<file path="config.mk">
export PLATFORM = sky130hd
export DESIGN_NAME = cpu_cycle_sequencer
export DESIGN_NICKNAME = d
export VERILOG_FILES = /design/src/rtl/cpu_seq_pkg.sv /design/src/rtl/seq_wait_timer.sv /design/src/rtl/cpu_cycle_sequencer.sv
export SDC_FILE = /design/constraint.sdc
export NUM_CORES = 1
export LEC_CHECK = 0
export ABC_AREA = 1
export BUFFER_PORTS_ARGS = -buffer_cell sky130_fd_sc_hd__buf_2
export CAP_MARGIN = 30
export CORE_UTILIZATION = 50
export DETAILED_ROUTE_END_ITERATION = 16
export PLACE_DENSITY = 0.76
export SKIP_CTS_REPAIR_TIMING = 1
export SKIP_LAST_GASP = 1
export SLEW_MARGIN = 40
export SYNTH_ARGS = -nofsm -noshare
export SYNTH_HDL_FRONTEND = slang
export SYNTH_HIERARCHICAL = 1
export SYNTH_SLANG_ARGS = --single-unit
</file>
<file path="constraint.sdc">
create_clock -name clk -period 1.9 [get_ports clk]
set_clock_uncertainty 0.2 [all_clocks]
set_input_delay 0.38 -clock clk [delete_from_list [all_inputs] [get_ports clk]]
set_output_delay 0.38 -clock clk [all_outputs]
set_load 0.01 [all_outputs]
</file>
<file path="src/rtl/cpu_seq_pkg.sv">
// Shared definitions for the MIPS-31 multi-cycle sequencer.
//   S_IDLE..S_HALT   3-bit state encodings visible on the debug state port
//   TIMEOUT_DEFAULT  default handshake wait limit in cycles
//   seq_state_e      typed FSM state built on those encodings
package cpu_seq_pkg;

  localparam logic [2:0] S_IDLE = 3'd0;
  localparam logic [2:0] S_IF   = 3'd1;
  localparam logic [2:0] S_ID   = 3'd2;
  localparam logic [2:0] S_EX   = 3'd3;
  localparam logic [2:0] S_MEM  = 3'd4;
  localparam logic [2:0] S_WB   = 3'd5;
  localparam logic [2:0] S_HALT = 3'd6;

  localparam int unsigned TIMEOUT_DEFAULT = 200;

  typedef enum logic [2:0] {
    StIdle = S_IDLE,
    StIf   = S_IF,
    StId   = S_ID,
    StEx   = S_EX,
    StMem  = S_MEM,
    StWb   = S_WB,
    StHalt = S_HALT
  } seq_state_e;

endpackage

</file>
<file path="src/rtl/seq_wait_timer.sv">
// Handshake wait counter for the cycle sequencer.
//   clk, rst_n  clock and synchronous active-low reset
//   clr         force the count to zero (takes priority over inc)
//   inc         count one more wait cycle
//   expired     count has reached TIMEOUT-1
module seq_wait_timer
  import cpu_seq_pkg::*;
#(
  parameter int unsigned TIMEOUT   = TIMEOUT_DEFAULT,
  parameter int unsigned TIMEOUT_W = 8
) (
  input  logic clk,
  input  logic rst_n,
  input  logic clr,
  input  logic inc,
  output logic expired
);

  logic [TIMEOUT_W-1:0] cnt_q;

  always_ff @(posedge clk) begin
    if (!rst_n) begin
      cnt_q <= '0;
    end else if (clr) begin
      cnt_q <= '0;
    end else if (inc) begin
      cnt_q <= cnt_q + TIMEOUT_W'(1);
    end
  end

  assign expired = (cnt_q == TIMEOUT_W'(TIMEOUT - 1));

endmodule

</file>
<file path="src/rtl/cpu_cycle_sequencer.sv">
// Multi-cycle IF/ID/EX/MEM/WB sequencer for the MIPS-31 CPU.
//   clk, rst_n       clock and synchronous active-low reset
//   run              keep issuing instructions; 0 parks in IDLE after the current one
//   imem_ready       IMEM handshake completion (looked at only in IF)
//   dmem_ready       DMEM handshake completion (looked at only in MEM)
//   is_lw/is_sw/is_jump/is_branch/reg_W_dec  decoder outputs, held stable from ID to commit
//   imem_req, ir_we  fetch request and instruction-register latch strobe
//   dmem_req, dmem_we data access request and write qualifier
//   reg_we, pc_we    once-per-instruction commit strobes
//   state            current FSM state (debug)
//   retired          committed instruction count (wraps)
//   timeout_err      sticky flag, set when a handshake wait times out
module cpu_cycle_sequencer
  import cpu_seq_pkg::*;
#(
  parameter int unsigned TIMEOUT   = TIMEOUT_DEFAULT,
  parameter int unsigned TIMEOUT_W = 8,
  parameter int unsigned RETIRE_W  = 32
) (
  input  logic                clk,
  input  logic                rst_n,
  input  logic                run,
  input  logic                imem_ready,
  input  logic                dmem_ready,
  input  logic                is_lw,
  input  logic                is_sw,
  input  logic                is_jump,
  input  logic                is_branch,
  input  logic                reg_W_dec,
  output logic                imem_req,
  output logic                ir_we,
  output logic                dmem_req,
  output logic                dmem_we,
  output logic                reg_we,
  output logic                pc_we,
  output logic [2:0]          state,
  output logic [RETIRE_W-1:0] retired,
  output logic                timeout_err
);

  seq_state_e          state_q, state_d;
  logic [RETIRE_W-1:0] retired_q;
  logic                timeout_err_q;

  logic commit;
  logic wait_inc, wait_expired;
  logic imem_req_c, ir_we_c, dmem_req_c, dmem_we_c, reg_we_c, pc_we_c;

  // Only a stalled handshake advances the timer; any other cycle restarts it,
  // so the count is always zero on entry to IF or MEM.
  assign wait_inc = ((state_q == StIf)  && !imem_ready) ||
                    ((state_q == StMem) && !dmem_ready);

  seq_wait_timer #(
    .TIMEOUT   (TIMEOUT),
    .TIMEOUT_W (TIMEOUT_W)
  ) u_wait_timer (
    .clk     (clk),
    .rst_n   (rst_n),
    .clr     (!wait_inc),
    .inc     (wait_inc),
    .expired (wait_expired)
  );

  always_comb begin
    state_d    = state_q;
    commit     = 1'b0;
    imem_req_c = 1'b0;
    ir_we_c    = 1'b0;
    dmem_req_c = 1'b0;
    dmem_we_c  = 1'b0;
    reg_we_c   = 1'b0;
    pc_we_c    = 1'b0;
    case (state_q)
      StIdle: begin
        if (run) state_d = StIf;
      end
      StIf: begin
        imem_req_c = 1'b1;
        // A ready arriving on the last allowed cycle still wins over the timeout.
        if (imem_ready) begin
          ir_we_c = 1'b1;
          state_d = StId;
        end else if (wait_expired) begin
          state_d = StHalt;
        end
      end
      StId: begin
        state_d = StEx;
      end
      StEx: begin
        if (is_lw || is_sw) begin
          state_d = StMem;
        end else if (is_jump || is_branch) begin
          commit   = 1'b1;
          pc_we_c  = 1'b1;
          reg_we_c = reg_W_dec;  // jal links here
        end else begin
          state_d = StWb;
        end
      end
      StMem: begin
        dmem_req_c = 1'b1;
        dmem_we_c  = is_sw;
        if (dmem_ready) begin
          if (is_sw) begin
            commit  = 1'b1;
            pc_we_c = 1'b1;
          end else begin
            state_d = StWb;
          end
        end else if (wait_expired) begin
          state_d = StHalt;
        end
      end
      StWb: begin
        commit   = 1'b1;
        pc_we_c  = 1'b1;
        reg_we_c = reg_W_dec;
      end
      StHalt: begin
        state_d = StHalt;
      end
      default: begin
        state_d = StIdle;
      end
    endcase
    if (commit) state_d = run ? StIf : StIdle;
  end

  always_ff @(posedge clk) begin
    if (!rst_n) begin
      state_q       <= StIdle;
      retired_q     <= '0;
      timeout_err_q <= 1'b0;
    end else begin
      state_q <= state_d;
      if (commit) retired_q <= retired_q + RETIRE_W'(1);
      if (state_d == StHalt) timeout_err_q <= 1'b1;
    end
  end

  // Reset aborts the in-flight instruction, so no request or strobe may leak
  // out of the reset cycle even though the state register still holds it.
  assign imem_req    = imem_req_c & rst_n;
  assign ir_we       = ir_we_c    & rst_n;
  assign dmem_req    = dmem_req_c & rst_n;
  assign dmem_we     = dmem_we_c  & rst_n;
  assign reg_we      = reg_we_c   & rst_n;
  assign pc_we       = pc_we_c    & rst_n;
  assign state       = state_q;
  assign retired     = retired_q;
  assign timeout_err = timeout_err_q;

endmodule

</file>
==> impl_metrics.env <==
export IMPL_synth_area_leaders="dfxtp_1, nand2_1, nor2_1"
export IMPL_htreeDepth=2
export IMPL_synthesis_area_sq_mm=0.002678
export IMPL_total_power_mw=1.829
export IMPL_area_growth_pct=24.63
export IMPL_yosys_area_top_type_share_pct=32.90
export IMPL_cts_buffers=5
export IMPL_grt_max_degree=22
export IMPL_grt_ovfl_total=0
export IMPL_finalMaxSlewViolations=0
export IMPL_setup_ws_ns=0.04195
export IMPL_synth_cell_types=36
export IMPL_hold_viol_final=0
export IMPL_arrival_ns=1.28
export IMPL_drc_errors=0
export IMPL_cts_buffer_depth=2
export IMPL_cp_cell_sequence="nand2_4, nor2_4, nand3_4, a21oi_2, buf_2"
export IMPL_numPortBuffers=51
export IMPL_relSlewSlack_pct=81.21
export IMPL_cts_root_buf="clkbuf_8"
export IMPL_die_w_um=75.18
export IMPL_multi_input_area_sq_mm=0.001618
export IMPL_nNetsFinal=517
export IMPL_seq_area_sq_um=893.4
export IMPL_totalWireLength_mm=7.061
export IMPL_postLayoutCoreUtil_pct=64.92
export IMPL_firstDrtPassIters=5
export IMPL_initial_core_util_pct=52.09
export IMPL_syn_mean_instance_area_sq_um=6.184
export IMPL_dieArea_sq_mm=0.005652
export IMPL_period_share_pct=97.79
export IMPL_hold_class="primary input to register"
export IMPL_grt_pass1_wl_mm=11.37
export IMPL_grt_setup_unrepaired="yes"
export IMPL_ir_drop_uv=443.6
export IMPL_clk_pin_slew_ns=0.08
export IMPL_viasPerCell=5.153
export IMPL_ant_nets=0
export IMPL_tightest_slew_ns=0.2795
export IMPL_critPathRequiredTime_ns=1.32
export IMPL_grt_usage_pct=26.60
export IMPL_end_kind="output pin"
export IMPL_crit_buf_inv=1
export IMPL_n_antenna_cell=0
export IMPL_syn_nets=446
export IMPL_critPathMaxFanout=7
export IMPL_place_ws_ns=0.001006
export IMPL_clk_latency_ns=0.31
export IMPL_critPathKind="register to output pin"
export IMPL_ys_seq_area_share_pct=32.90
export IMPL_fmax_ghz=0.5382
export IMPL_numClockSinks=44
export IMPL_layout_drive_gt1_share_pct=25.15
export IMPL_routedWlPerCell_um=12.28
export IMPL_synth_largest_area_cell="dfxtp_1"
export IMPL_die_y_um=75.18
export IMPL_cts_tree="built"
export IMPL_postSynthCellCount=433
export IMPL_core_area_sq_mm=0.005140
export IMPL_critPathTopFamily="flip-flops"
export IMPL_drv_cap=0
export IMPL_vias=2963
export IMPL_place_gp_congestion=0.8971
export IMPL_num_io_pins=52
export IMPL_status="finished clean"
export IMPL_finalSetupViolCount=0
export IMPL_yosys_warnings=6
export IMPL_hold_ws_ns=0.1443
export IMPL_grt_pass1_vias=2490
export IMPL_power_density_mw_per_mm2=548.0
export IMPL_critPathMaxStageDelay_ns=0.41
export IMPL_period_needed_ns=1.858
export IMPL_drt_iter0_markers=228
export IMPL_num_fill_cells=479
export IMPL_dpl_hpwl_mm=5.229
export IMPL_synth_seq_cells=44
export IMPL_p_leak_nw=1.459
export IMPL_worstSetupStartpointType="register"
export IMPL_critPathSlowestCell="dfxtp_4"
export IMPL_rows=26
export IMPL_antenna_found_initial=0
-- placed cells by master (no fill, tap or decap), drive strengths merged, types with 5 or more instances in the layout --
master and n:
nor3 8, nor2 87, o21ai 16, clkbuf 5, inv 59, nand2 129
a21oi 24, nand4 13, dfxtp 44, nand3 30, buf 71
-- metal layers --
layer / wire [um] / part of all wire [%] / up-vias / GRT usage, %
met5: 0 / 0 / - / 0
met4: 85 / 1.2 / 0 / 10.49
met2: 3153 / 45 / 116 / 38.54
li1: - / - / 1502 / -
met1: 3281 / 46 / 1336 / 38.50
met3: 541 / 7.7 / 9 / 5.622
-- where the power goes --
| part | switching (mW) | total (mW) | internal [mW] |
|---|---|---|---|
| registers | 0.0147 | 0.944 | 0.929 |
| clock network | 0.342 | 0.731 | 0.389 |
| logic | 0.0945 | 0.153 | 0.0585 |
| total | 0.451 | 1.83 | 1.38 |
-- state kept, by name, summed over array words and instances, names as in the netlist --
name                count
u_wait_timer/cnt_q      8
timeout_err             1
state                   3
retired                32
-- worst register-to-register path: stages (launching register included) --
cell      delay [ns]
dfxtp_1         0.39
ha_1            0.19
nand2_1         0.09
nor4_2          0.21
buf_4           0.18
nor2_1          0.06
o211ai_1        0.17
nand3_1         0.10
nand2_1         0.07
a21oi_1         0.06
-- kinds of logic after synthesis --
logic type	count (synthesis)	share of synthesized area, %
fa+ha+maj	3	1.402
xor+xnor	4	1.309
flops	44	32.90
compound gates	45	9.113
buf+inv	66	10.42
simple gates	271	44.86
-- synth_stat cells --
master,n
inv_2,4
nand4_2,1
o21ai_1,2
nand2_2,4
ha_1,3
nor2_2,4
nand2_4,1
nand3_1,27
nor3b_1,2
nor4_1,1
and2_1,1
clkbuf_1,1
o21ai_0,14
nor2_4,5
a211oi_1,1
nor3_2,1
nand4_1,12
a21oi_1,22
buf_2,1
buf_4,1
dfxtp_1,44
buf_1,1
nand3_2,3
buf_8,1
xor2_1,2
xnor2_1,2
o21a_1,1
a21oi_2,2
nor3_1,7
o22ai_1,1
nand2_1,124
buf_6,2
nor2_1,78
o211ai_1,1
o21bai_1,1
inv_1,55
-- stage by stage --
stage               area, sq um  TNS [ns]  cells
floorplan                  2680         0    433
global placement           3085         0    563
detailed placement         3085         0    563
CTS                        3197   -0.4307    571
global route               3337   -0.1541    575
finish                     3337         0    575
-- area by class of cell --
cell class / instances / share of cell area, %
clock inverter: 3 / 1.275
sequential: 44 / 26.77
tap: 70 / 2.625
timing repair buffer: 71 / 12.15
multi-input combinational: 323 / 48.48
clock buffer: 5 / 2.062
inverter: 59 / 6.637
-- final timing paths --
| path | cells past startpoint | endpoint | from | slack [ns] |
|---|---|---|---|---|
| worst min-delay path | 3 | state[0] | run | 0.14 |
| worst min register to register | 1 | u_wait_timer/cnt_q[0] | u_wait_timer/cnt_q[0] | 0.26 |
| worst max-delay path | 5 | reg_we | state[0] | 0.04 |
| worst max register to register | 9 | state[0] | u_wait_timer/cnt_q[1] | 0.07 |
Power figures use the tool's default switching activity.
